`config.mk`:
```
export PLATFORM = sky130hd
export DESIGN_NAME = sync_frame_rx_flat
export DESIGN_NICKNAME = d
export VERILOG_FILES = /design/src/rtl/sync_frame_rx_pkg.sv /design/src/rtl/sync_frame_rx_if.sv /design/src/rtl/sync_frame_rx.sv /design/src/flat_wrapper.sv
export SDC_FILE = /design/constraint.sdc
export NUM_CORES = 1
export LEC_CHECK = 0
export ABC_AREA = 1
export BUFFER_PORTS_ARGS = -buffer_cell sky130_fd_sc_hd__buf_2
export CAP_MARGIN = 20
export CORE_ASPECT_RATIO = 0.7
export CORE_MARGIN = 10
export CORE_UTILIZATION = 32
export DETAILED_ROUTE_END_ITERATION = 8
export HOLD_SLACK_MARGIN = 0.1
export SLEW_MARGIN = 30
export SYNTH_ARGS = -nofsm -noshare
export SYNTH_HDL_FRONTEND = slang
export SYNTH_SLANG_ARGS = --single-unit
```
`constraint.sdc`:
```
create_clock -name clk -period 3 [get_ports clk]
set_input_delay 0.6 -clock clk [delete_from_list [all_inputs] [get_ports clk]]
set_output_delay 0.6 -clock clk [all_outputs]
set_load 0.01 [all_outputs]
```
`src/rtl/sync_frame_rx_pkg.sv`:
```
// sync_frame_rx_pkg: types, constants and helpers shared by the serial frame
// receiver and its port interface.
//
// The build macro SYNC_FRAME_RX_PARITY_EN selects whether frames carry an
// even-parity bit. That selection is made in sync_frame_rx.sv, not here.
package sync_frame_rx_pkg;

    // Default payload width, in bits per frame.
    localparam int DATA_W_DEFAULT = 8;

    // Receiver FSM states. PARITY is only visited when parity checking is built in.
    typedef enum logic [1:0] {
        IDLE   = 2'd0,
        DATA   = 2'd1,
        PARITY = 2'd2,
        ACK    = 2'd3
    } state_e;

    // Even parity holds when the payload bits and the parity bit together
    // contain an even number of ones. Narrower payloads are zero-extended,
    // and zero extension does not change the XOR.
    function automatic logic even_parity_ok(input logic [31:0] data, input logic pbit);
        return (^{data, pbit}) == 1'b0;
    endfunction

endpackage

```
`src/rtl/sync_frame_rx_if.sv`:
```
// sync_frame_rx_if: the serial line (b), the frame acknowledge (a) and the
// valid/ready word port of the frame receiver.
// slave  : receiver side. It samples b and drives the acknowledge and the word port.
// master : producer/consumer side. It drives b, out_ready and clr_ovf.
// Everything is sampled and driven on posedge of the receiver clock.
// The build macro SYNC_FRAME_RX_PARITY_EN has no effect on this interface.
interface sync_frame_rx_if
    import sync_frame_rx_pkg::*;
#(
    parameter int DATA_W = DATA_W_DEFAULT
);

    logic              b;           // serial line: idle 0, start bit 1
    logic              a;           // one-cycle frame acknowledge
    logic [DATA_W-1:0] out_data;    // received word
    logic              out_valid;   // out_data holds an unconsumed word
    logic              out_ready;   // downstream takes the word when valid && ready
    logic              parity_err;  // one-cycle pulse on a parity failure
    logic              overflow;    // sticky: a word was dropped because one was pending
    logic              clr_ovf;     // synchronous clear of overflow

    modport slave (
        input  b,
        output a,
        output out_data,
        output out_valid,
        input  out_ready,
        output parity_err,
        output overflow,
        input  clr_ovf
    );

    modport master (
        output b,
        input  a,
        input  out_data,
        input  out_valid,
        output out_ready,
        input  parity_err,
        input  overflow,
        output clr_ovf
    );

endinterface

```
`src/rtl/sync_frame_rx.sv`:
```
// sync_frame_rx: synchronous serial frame receiver.
// A frame is a start bit (1), then DATA_W payload bits sent LSB first, then an
// optional even-parity bit. The received word goes out on a valid/ready port,
// and each frame that is received correctly is acknowledged with a one-cycle
// pulse on a.
//
// Build option SYNC_FRAME_RX_PARITY_EN:
//   defined   - the frame carries a parity bit. A bad frame is discarded and
//               parity_err pulses for one cycle.
//   undefined - there is no parity bit. DATA goes straight to ACK, every frame
//               is good, and parity_err is tied to 0.
module sync_frame_rx
    import sync_frame_rx_pkg::*;
#(
    parameter int DATA_W = DATA_W_DEFAULT
) (
    input  logic           clk,
    input  logic           rst_n,
    sync_frame_rx_if.slave bus
);

    // The counter holds values 0..DATA_W and never wraps.
    localparam int               CNT_W    = $clog2(DATA_W) + 1;
    localparam logic [CNT_W-1:0] LAST_BIT = CNT_W'(DATA_W - 1);

    if (DATA_W < 1 || DATA_W > 32) begin : g_bad_width
        $error("sync_frame_rx: DATA_W must be within 1..32");
    end

    state_e            state_q,     state_d;
    logic [CNT_W-1:0]  cnt_q,       cnt_d;
    logic [DATA_W-1:0] shift_q,     shift_d;
    logic [DATA_W-1:0] out_data_q,  out_data_d;
    logic              out_valid_q, out_valid_d;
    logic              a_q,         a_d;
    logic              ovf_q,       ovf_d;
`ifdef SYNC_FRAME_RX_PARITY_EN
    logic              perr_q,      perr_d;
`endif

    logic [DATA_W-1:0] shift_in;    // shift register with the current b entering at the MSB
    logic [DATA_W-1:0] frame_word;  // completed payload, valid when frame_done is set
    logic              frame_done;  // a frame completes on this edge
    logic              frame_good;  // the completed frame passed its check
    logic              consume;     // the downstream takes the pending word on this edge
    logic              ovf_set;     // a good word is dropped on this edge

    // Registered state: the FSM, the shifter and the output registers.
    // NOTE: sequential blocks use only non-blocking (<=) assignments. Every
    // register then updates from values that were taken before the edge, and
    // the order of statements cannot create a race.
    always_ff @(posedge clk or negedge rst_n) begin
        if (!rst_n) begin
            state_q     <= IDLE;
            cnt_q       <= '0;
            shift_q     <= '0;
            out_data_q  <= '0;
            out_valid_q <= 1'b0;
            a_q         <= 1'b0;
            ovf_q       <= 1'b0;
`ifdef SYNC_FRAME_RX_PARITY_EN
            perr_q      <= 1'b0;
`endif
        end else begin
            state_q     <= state_d;
            cnt_q       <= cnt_d;
            shift_q     <= shift_d;
            out_data_q  <= out_data_d;
            out_valid_q <= out_valid_d;
            a_q         <= a_d;
            ovf_q       <= ovf_d;
`ifdef SYNC_FRAME_RX_PARITY_EN
            perr_q      <= perr_d;
`endif
        end
    end

    // Next state: frame sequencing, the output handshake and the sticky overflow.
    // NOTE: every signal assigned in this block gets a default at the top.
    // Without the defaults, a path through the case or if statements that
    // skips an assignment would infer a latch.
    always_comb begin
        state_d     = state_q;
        cnt_d       = cnt_q;
        shift_d     = shift_q;
        out_data_d  = out_data_q;
        out_valid_d = out_valid_q;
        a_d         = 1'b0;
        ovf_d       = ovf_q;
        frame_done  = 1'b0;
        frame_good  = 1'b0;
        frame_word  = shift_q;
        ovf_set     = 1'b0;
`ifdef SYNC_FRAME_RX_PARITY_EN
        perr_d      = 1'b0;
`endif
        // This form works for DATA_W == 1, where a part-select would be empty.
        shift_in = (shift_q >> 1) | (DATA_W'(bus.b) << (DATA_W - 1));
        consume  = out_valid_q && bus.out_ready;

        case (state_q)
            IDLE: begin
                if (bus.b) begin
                    state_d = DATA;
                    cnt_d   = '0;
                end
            end

            DATA: begin
                shift_d = shift_in;
                cnt_d   = cnt_q + CNT_W'(1);
                if (cnt_q == LAST_BIT) begin
`ifdef SYNC_FRAME_RX_PARITY_EN
                    state_d    = PARITY;
`else
                    // Without a parity bit, the last payload bit completes the frame.
                    state_d    = ACK;
                    frame_done = 1'b1;
                    frame_good = 1'b1;
                    frame_word = shift_in;
`endif
                end
            end

`ifdef SYNC_FRAME_RX_PARITY_EN
            PARITY: begin
                state_d    = ACK;
                frame_done = 1'b1;
                frame_good = even_parity_ok(32'(shift_q), bus.b);
                frame_word = shift_q;
            end
`endif

            // b is ignored for one cycle. A new start bit is seen from IDLE at the earliest.
            ACK: begin
                state_d = IDLE;
            end

            default: begin
                state_d = IDLE;
            end
        endcase

        // The pending word leaves when the downstream accepts it.
        if (consume) begin
            out_valid_d = 1'b0;
        end

        // The acknowledge reports correct reception even when the word has to
        // be dropped. A word consumed on the same edge frees the slot for the new word.
        if (frame_done) begin
            a_d = frame_good;
`ifdef SYNC_FRAME_RX_PARITY_EN
            perr_d = !frame_good;
`endif
            if (frame_good) begin
                if (!out_valid_q || consume) begin
                    out_data_d  = frame_word;
                    out_valid_d = 1'b1;
                end else begin
                    ovf_set = 1'b1;
                end
            end
        end

        // When a set and a clear arrive on the same edge, the set wins, so the
        // drop is not lost.
        if (ovf_set) begin
            ovf_d = 1'b1;
        end else if (bus.clr_ovf) begin
            ovf_d = 1'b0;
        end
    end

    assign bus.a         = a_q;
    assign bus.out_data  = out_data_q;
    assign bus.out_valid = out_valid_q;
    assign bus.overflow  = ovf_q;
`ifdef SYNC_FRAME_RX_PARITY_EN
    assign bus.parity_err = perr_q;
`else
    assign bus.parity_err = 1'b0;
`endif

endmodule
```
`src/flat_wrapper.sv`:
```
// flat-port wrapper written by rule: the top's interface ports become plain ports
module sync_frame_rx_flat import sync_frame_rx_pkg::*;
#(
    parameter int DATA_W = DATA_W_DEFAULT
)
  (clk, rst_n, bus_b, bus_a, bus_out_data, bus_out_valid, bus_out_ready, bus_parity_err, bus_overflow, bus_clr_ovf);
  sync_frame_rx_if #(.DATA_W(DATA_W)) bus_i ();
  input  logic clk;
  input  logic rst_n;
  input wire logic [$bits(bus_i.b)-1:0] bus_b;
  output wire logic [$bits(bus_i.a)-1:0] bus_a;
  output wire logic [$bits(bus_i.out_data)-1:0] bus_out_data;
  output wire logic [$bits(bus_i.out_valid)-1:0] bus_out_valid;
  input wire logic [$bits(bus_i.out_ready)-1:0] bus_out_ready;
  output wire logic [$bits(bus_i.parity_err)-1:0] bus_parity_err;
  output wire logic [$bits(bus_i.overflow)-1:0] bus_overflow;
  input wire logic [$bits(bus_i.clr_ovf)-1:0] bus_clr_ovf;
  assign bus_i.b = bus_b;
  assign bus_a = bus_i.a;
  assign bus_out_data = bus_i.out_data;
  assign bus_out_valid = bus_i.out_valid;
  assign bus_i.out_ready = bus_out_ready;
  assign bus_parity_err = bus_i.parity_err;
  assign bus_overflow = bus_i.overflow;
  assign bus_i.clr_ovf = bus_clr_ovf;
  sync_frame_rx #(.DATA_W(DATA_W)) u_core (.clk(clk), .rst_n(rst_n), .bus(bus_i));
endmodule
```
Yosys cells after proc, flatten, opt, wreduce, memory -nomap -nowiden. Cells that the tools add are included.

Word-level logic and storage cells: 39. Output and inout port bits: 12. Input port bits: 5. Bits in registers: 25.

Equality and inequality tests: 4. Bitwise logic cells: 1. Multiplexer cells: 17. Reduce and logical (&&, ||, !) cells: 9. $add $sub $neg: 1.

Operator list (count): $mux W8 (2); $mux W1 (10); $or A7 B8 Y8 (1); $pmux W4 S2 (1); $reduce_and A2 Y1 (3); $add A4 B1 Y4 const B (1); $eq A4 B3 Y1 const B (1); $mux W2 (2); $mux W4 (1); $pmux W2 S2 (1); $reduce_bool A2 Y1 (2); $eq A2 B1 Y1 const B (1); $logic_not A2 Y1 (1); $ne A2 B1 Y1 const B (1); $ne A2 B2 Y1 const B (1); $logic_and A1 B1 Y1 (1); $logic_not A1 Y1 (1); $logic_or A1 B1 Y1 (1).

Longest topological paths before layout. Gate-level depths: netlist of run 1.

Word-level depth: 5. Gate-level depth with buffers: 6. Depth with buffers taken out: 6.

Worst setup path after synthesis of run 1. OpenSTA, ideal clock, no wires.

Path kind: reg-to-reg. Start: register u_core.cnt_q[0]. End: register u_core.out_data_q[2], in the netlist u_core.bus.out_data[2]. Library setup time: 0.117 ns. Clock period less this slack: 1.139 ns. Path buffers: 0. Required time: 2.883 ns. Cell stages (with the launch flop): 7. Path slack: 1.861 ns. Arrival time: 1.022 ns. Cell sequence: dfrtp_1 -> ha_1 -> nand2_2 -> nor2_8 -> nand3_4 -> nand2_1 -> nand2_1.

Longest elaborated chain between the ends: 4. Elaborated cells on any way between the ends: 6. Classes of those cells: eq/ne (1); mux (4); reduce/logical (1).

Ends and longest elaborated chain: from (decl) (RTL line sync_frame_rx.sv:31) `logic [CNT_W-1:0] cnt_q, cnt_d;`; from (signal assigned) (RTL line sync_frame_rx.sv:66) `cnt_q <= cnt_d;`; $eq A4 B3 Y1 (*) (RTL line sync_frame_rx.sv:112) `if (cnt_q == LAST_BIT) begin`; $mux W1 (RTL line sync_frame_rx.sv:112); $mux W1 (RTL line sync_frame_rx.sv:101) `case (state_q)`; $reduce_and A2 Y1 (no source line); to (signal assigned) (RTL line sync_frame_rx.sv:68) `out_data_q <= out_data_d;`; to (decl) (RTL line sync_frame_rx.sv:33) `logic [DATA_W-1:0] out_data_q, out_data_d;`.

Every way passes the cells marked *; elsewhere a longest branch is shown, timed or not. A chain may end at the register's enable or synchronous reset.

Worst setup path after layout of run 1.
Start: register u_core.out_data_q[7], in the netlist u_core.bus.out_data[7]. End: output bus_out_data[7].

RTL lines: to (decl) (RTL line flat_wrapper.sv:12) `output wire logic [$bits(bus_i.out_data)-1:0] bus_out_data;`.

No word-level cell between the ends.

==> impl_metrics.py, run 1 <==
metrics = {
    "cts": {
        "clk_pin_slew_worst_paths_ns": 0.08,
        "hold_buffers": 0,
        "cts_resized": 0,
        "clockBufferDepth": 2,
        "clock-sinks": 24,
        "cts_buffers": 3,
        "clock_latency_ns": 0.26,
        "cts_tree": "done",
        "htreeDepth": 1,
        "root_buffer": "clkbuf_8",
        "cts_setup_buffers": 0,
    },
    "placed_design": {
        "dp_cells": 153,
        "gp_congestion": 0.715,
        "numPortBuffers": 15,
        "placed_area_um2": 1100,
        "dp_hpwl_um": 1410,
    },
    "synth": {
        "syn_nets": 113,
        "ys_seq_area_frac": 0.592,
        "dominantRegCellSynth": "dfrtp_1",
        "async_reset_ff_frac": 1.00,
        "syn_area_um2": 1010,
        "avgSynthCellArea_um2": 9.48,
        "synth-edff-count": 0,
        "ys_ff_latch": 24,
        "syn_inst": 107,
        "ys_warn_count": 0,
        "ys_types": 18,
    },
    "floorplanning": {
        "die-area_um2": 5860,
        "io_pins": 17,
        "die_h_um": 67.1,
        "core_area_um2": 2920,
        "die_w_um": 87.3,
        "row_count": 16,
        "start_util": 0.347,
    },
    "final_layout": {
        "fillers": 294,
        "area_growth_pct": 15.9,
        "stdcell_count": 157,
        "num_antenna_cells": 0,
        "fin_nets": 128,
        "final_layout_size_suffix_gt1_frac": 0.207,
        "postLayoutCellArea_um2": 1180,
    },
    "detailed_routing": {
        "final_antenna_net_count": 0,
        "drtPass1Iterations": 4,
        "wirelength_met1_um": 921,
        "drtIter0Drc": 56,
        "wl_met2_um": 771,
        "routed_wl_um": 1900,
        "drc": 0,
        "via_count": 716,
        "top_layer": "met4",
        "via_per_inst": 4.56,
        "wl_met3_um": 186,
        "wire_per_inst_um": 12.1,
    },
    "power": {
        "powerDensity_nw_per_um2": 1120,
        "leakagePower_nw": 0.642,
        "ir_worst_vdd_mv": 0.330,
    },
    "timing": {
        "relSlewSlack": 0.659,
        "fin_tns_setup_ns": 0,
        "skew_ns": 0.00339,
        "hold_violations": 0,
        "worstMarginPinSlew_ns": 0.511,
        "rsz0062_at_grt": "false",
        "finalSetupViolations": 0,
        "fmax_ghz": 0.716,
        "slew_violations": 0,
        "fin_crit_ns": 1.40,
        "post-route-period-util": 0.466,
    },
    "global_routing": {
        "grt_max_degree": 25,
        "antenna_found_initial": 0,
        "track_usage": 0.0661,
        "grt_pass1_vias": 659,
        "grt_pass1_wl_um": 3140,
        "grt_overflow": 0,
    },
    "worst_setup_path": {
        "critical_path_buf_inv_count": 1,
        "crit_end": "bus_out_data[7]",
        "timing.critical_path.required_ns": 2.40,
        "cp_num_cells": 1,
        "crit_path_start_kind": "flip-flop",
        "end_kind": "output port",
        "r2r-start": "u_core.state_q[1]",
        "critPathArrivalTime_ns": 0.80,
        "r2r_cells": 4,
        "path_max_fanout": 2,
        "rr_endpoint": "u_core.cnt_q[0]",
        "cp_slowest_cell": "dfrtp_1",
        "crit_chain": "buf_2",
        "crit_start": "u_core.bus.out_data[7]",
        "r2r_setup_slack_ns": 1.67,
        "cpPeakStageDelay_ns": 0.39,
        "worstSetupPathType": "flip-flop to output port",
        "path_delay_family": "flip-flops",
    },
    "min_path": {
        "hp-class": "input pin to asynchronous set/reset pin",
    },
    "run": {
        "max_cap_viol_count": 0,
    },
    "outcome": {
        "status": "finished clean",
    },
}
worst register-to-register path, stage by stage (launching register included):
cell and delay (ns):
dfrtp_1 0.41, nor2_4 0.42, inv_2 0.20, nand2_1 0.12, a21oi_1 0.06
state kept, by name, summed over array words and instances (netlist names):
name	flops
u_core.bus.a	1
u_core.shift_q	7
u_core.bus.overflow	1
u_core.state_q	2
u_core.cnt_q	4
u_core.bus.out_valid	1
u_core.bus.out_data	8
layout make-up:
type | count | area [µm²] | share of cell area
sequential | 24 | 601 | 0.511
multi-input combinational | 67 | 343 | 0.291
timing repair buffer | 15 | 75.1 | 0.0638
tap | 36 | 45.0 | 0.0383
clock buffer | 3 | 41.3 | 0.0351
inverter | 11 | 41.3 | 0.0351
clock inverter | 1 | 30.0 | 0.0255
metal layers:
metal	up-vias	global-route usage
met4	0	0.0238
met2	21	0.0870
met1	324	0.0889
met5	-	0
li1	369	-
met3	2	0.0340
synthesized netlist by cell type, types with 2 or more instances:
library cell | number | area share
buf_2 | 3 | 0.015
buf_4 | 2 | 0.015
dfrtp_1 | 24 | 0.59
inv_1 | 10 | 0.037
nand2_1 | 35 | 0.13
nand2_2 | 2 | 0.012
nand3_1 | 5 | 0.025
nand4_1 | 9 | 0.055
nor2_1 | 2 | 0.0074
o21ai_0 | 3 | 0.015
o21ai_1 | 5 | 0.025
cell families after synthesis:
group | share of synthesized area
AO/OA/AOI/OAI | 0.0444
adder cells (fa/ha/maj) | 0.0123
buffers and inverters | 0.0703
flip-flops | 0.592
other | 0.00370
AND/OR/NAND/NOR | 0.277
report_power, final:
group,leakage [nW],internal [mW],switching (mW)
Sequential,0.294,0.474,0.107
Combinational,0.312,0.164,0.295
Clock,0.0357,0.178,0.0990
Total,0.642,0.816,0.501
how the worst min path moves through the flow:
stage | end | slack (ns) | cells after the start
2_1_floorplan | u_core.bus.a | 0.30 | 0
3_3_place_gp | u_core.bus.out_data[4] | 0.45 | 2
3_5_place_dp | u_core.bus.out_data[4] | 0.46 | 2
4_1_cts | u_core.state_q[0] | 0.32 | 1
5_1_grt | u_core.state_q[0] | 0.34 | 1
6_report | u_core.bus.a | 0.30 | 1
cells in the final DEF (no fill, tap or decap), drive strengths merged:
cell type | netlist | final
ha | 1 | 1
inv | 11 | 11
o21ai | 8 | 8
clkbuf | 0 | 3
bufinv | 0 | 1
nand2 | 37 | 37
buf | 5 | 15
a21oi | 1 | 1
dfrtp | 24 | 24
conb | 1 | 1
nand4 | 9 | 9
nand3 | 6 | 6
nor2 | 4 | 4
metrics by stage:
stage	power (mW)	hold WS (ns)	util	setup slack, ns
6_report	1.32	0.299	0.402	1.60
5_1_grt	1.43	0.341	0.402	1.55
4_1_cts	1.34	0.317	0.402	1.59
3_5_place_dp	1.06	0.460	0.378	1.57
3_3_place_gp	1.04	0.454	0.378	1.61
2_1_floorplan	0.919	0.304	-	1.86
No activity file was read; power rests on OpenSTA's default activity.
==> inputs of run 2 (changes only) <==
==> constraint.sdc (replaced) <==
create_clock -name clk -period 1.2 [get_ports clk]
set_input_delay 0.24 -clock clk [delete_from_list [all_inputs] [get_ports clk]]
set_output_delay 0.24 -clock clk [all_outputs]
set_load 0.01 [all_outputs]
==> run 2 against run 1 <==
Net effect:
- total power rose to 2.8 times the previous value
- clock-buffer cell count unchanged
- sequential share of layout area fell by 5.0 points
- sequential cell count did not move
- via count rose by 9.5%
- worst hold slack got worse by 0.098 ns
- sequential power grew 150%
- die area unchanged
- cell count rose by 9.6%
- first-iteration DRC count fell by 18%
- clock power grew to 2.6 times the previous value
- largest power group is now combinational cells
==> impl_metrics.py, run 2 (synthesized netlist as in run 1, its figures left out) <==
metrics = {
    "outcome": {
        "status": "finished clean",
    },
    "timing": {
        "worstMarginPinSlew_ns": 0.538,
        "post-route-period-util": 0.980,
        "hold_violations": 0,
        "fmax_ghz": 0.850,
        "finalSetupViolations": 0,
        "rsz0062_at_grt": "true",
        "fin_crit_ns": 1.18,
        "slew_violations": 0,
        "relSlewSlack": 0.641,
        "skew_ns": 0.00384,
    },
    "final_layout": {
        "stdcell_count": 172,
        "area_growth_pct": 28.5,
        "fillers": 279,
        "layout_commonest_cell": "nand2_1",
        "regArea_um2": 601,
        "multi_input_area_um2": 355,
        "fin_nets": 143,
        "layout_common_cells": "nand2_1, dfrtp_1, buf_2, buf_4, inv_1",
        "final_layout_size_suffix_gt1_frac": 0.309,
        "num_antenna_cells": 0,
        "largest_register_ffs": 8,
    },
    "floorplanning": {
        "die_w_um": 87.3,
        "start_util": 0.347,
        "row_count": 16,
        "die_h_um": 67.1,
        "die-area_um2": 5860,
        "core_area_um2": 2920,
        "io_pins": 17,
    },
    "placed_design": {
        "dp_hpwl_um": 1530,
        "numPortBuffers": 15,
        "gp_congestion": 0.762,
        "dp_cells": 160,
    },
    "power": {
        "powerDensity_nw_per_um2": 2800,
        "ir_worst_vdd_mv": 0.709,
        "leakagePower_nw": 0.719,
        "total_power_mw": 3.65,
    },
    "worst_setup_path": {
        "r2r_setup_slack_ns": 0.02,
        "end_kind": "flip-flop",
        "critical_path_buf_inv_count": 1,
        "crit_chain": "ha_2 > nand2_4 > nor2_8 > buf_4 > nand2_2 > o21ai_1",
        "cp_slowest_cell": "dfrtp_1",
        "timing.critical_path.required_ns": 1.40,
        "crit_path_start_kind": "flip-flop",
        "path_delay_family": "flip-flops",
        "worstSetupPathType": "flip-flop to flip-flop",
        "critPathArrivalTime_ns": 1.38,
        "cpPeakStageDelay_ns": 0.37,
        "path_max_fanout": 7,
    },
    "cts": {
        "cts_buffers": 3,
        "clockBufferDepth": 2,
        "cts_tree": "done",
        "clk_pin_slew_worst_paths_ns": 0.09,
        "root_buffer": "clkbuf_8",
        "clock-sinks": 24,
        "clock_latency_ns": 0.27,
        "htreeDepth": 1,
    },
    "global_routing": {
        "grt_pass1_vias": 764,
        "antenna_found_initial": 0,
        "grt_max_degree": 25,
        "grt_overflow": 0,
        "grt_pass1_wl_um": 3710,
        "track_usage": 0.0801,
    },
    "detailed_routing": {
        "via_per_inst": 4.56,
        "drtPass1Iterations": 4,
        "routed_wl_um": 2150,
        "drc": 0,
        "wire_per_inst_um": 12.5,
        "final_antenna_net_count": 0,
        "via_count": 784,
        "drtIter0Drc": 46,
    },
    "min_path": {
        "hp-class": "input pin to flip-flop",
    },
    "run": {
        "max_cap_viol_count": 0,
    },
}
==> run 2: cell types whose count changed in the layout (fill, tap and decap cells not counted) <==
| cell | before | now |
|---|---|---|
| ha_2 | 0 | 1 |
| dlygate4sd3_1 | 0 | 1 |
| buf_4 | 0 | 14 |
| nand2_2 | 2 | 3 |
| ha_1 | 1 | 0 |
| nand2_1 | 35 | 33 |
| nand2_4 | 0 | 1 |
==> run 2: final cells by class <==
cell class              count  area share
flip-flops and latches     24       0.461
multi-input cells          67       0.273
repair buffers             30       0.146
well taps                  36      0.0345
clock buffers               3      0.0317
inverters                  11      0.0317
clock inverters             1      0.0230
==> run 2: timing repair <==
item,in CTS,in global routing
endpoints found under the hold margin,24,0
pin swaps,1,1
hold buffers,1,0
endpoints found under the setup margin,2,9
setup buffers,3,4
resized for setup,0,4
==> run 2: power breakdown <==
group          internal, mW  total (mW)  switching, mW  leakage [nW]
clock                 0.446       0.716          0.270        0.0357
combinational         0.650        1.49          0.835         0.389
sequential             1.19        1.45          0.266         0.294
total                  2.28        3.65           1.37         0.719
==> run 2: per-stage QoR <==
stage	setup TNS [ns]	setup slack, ns	hold WS, ns	area, µm²	util
2_1_floorplan	0	0.0606	-0.0556	1010	-
3_3_place_gp	0	0.0346	0.245	1160	0.396
3_5_place_dp	0	0.00916	0.256	1160	0.396
4_1_cts	0	0.00545	0.202	1260	0.432
5_1_grt	-0.282	-0.0417	0.208	1300	0.446
6_report	0	0.0235	0.201	1300	0.446
==> run 2: final timing paths <==
path,endpoint,from,cells after the start
worst max-delay path,u_core.bus.overflow,u_core.cnt_q[0],6
max in group asynchronous,u_core.shift_q[4],rst_n,2
worst min register to register,u_core.bus.out_data[3],u_core.bus.out_data[3],2
min in group asynchronous,u_core.bus.out_valid,rst_n,2
worst max register to register,u_core.bus.overflow,u_core.cnt_q[0],6
worst min-delay path,u_core.bus.overflow,bus_clr_ovf,4
==> run 2: worst register-to-register path, stage by stage, from the launching register on <==
cell and delay (ns):
dfrtp_1 0.37, ha_2 0.21, nand2_4 0.07, nor2_8 0.15
buf_4 0.14, nand2_2 0.06, o21ai_1 0.12
==> run 2: per-layer routing <==
layer,GRT usage,routed length [µm],vias to the layer above
met5,0,0,-
met4,0.0417,32,0
met3,0.0292,168,2
met2,0.117,900,24
met1,0.101,1050,356
li1,-,-,402
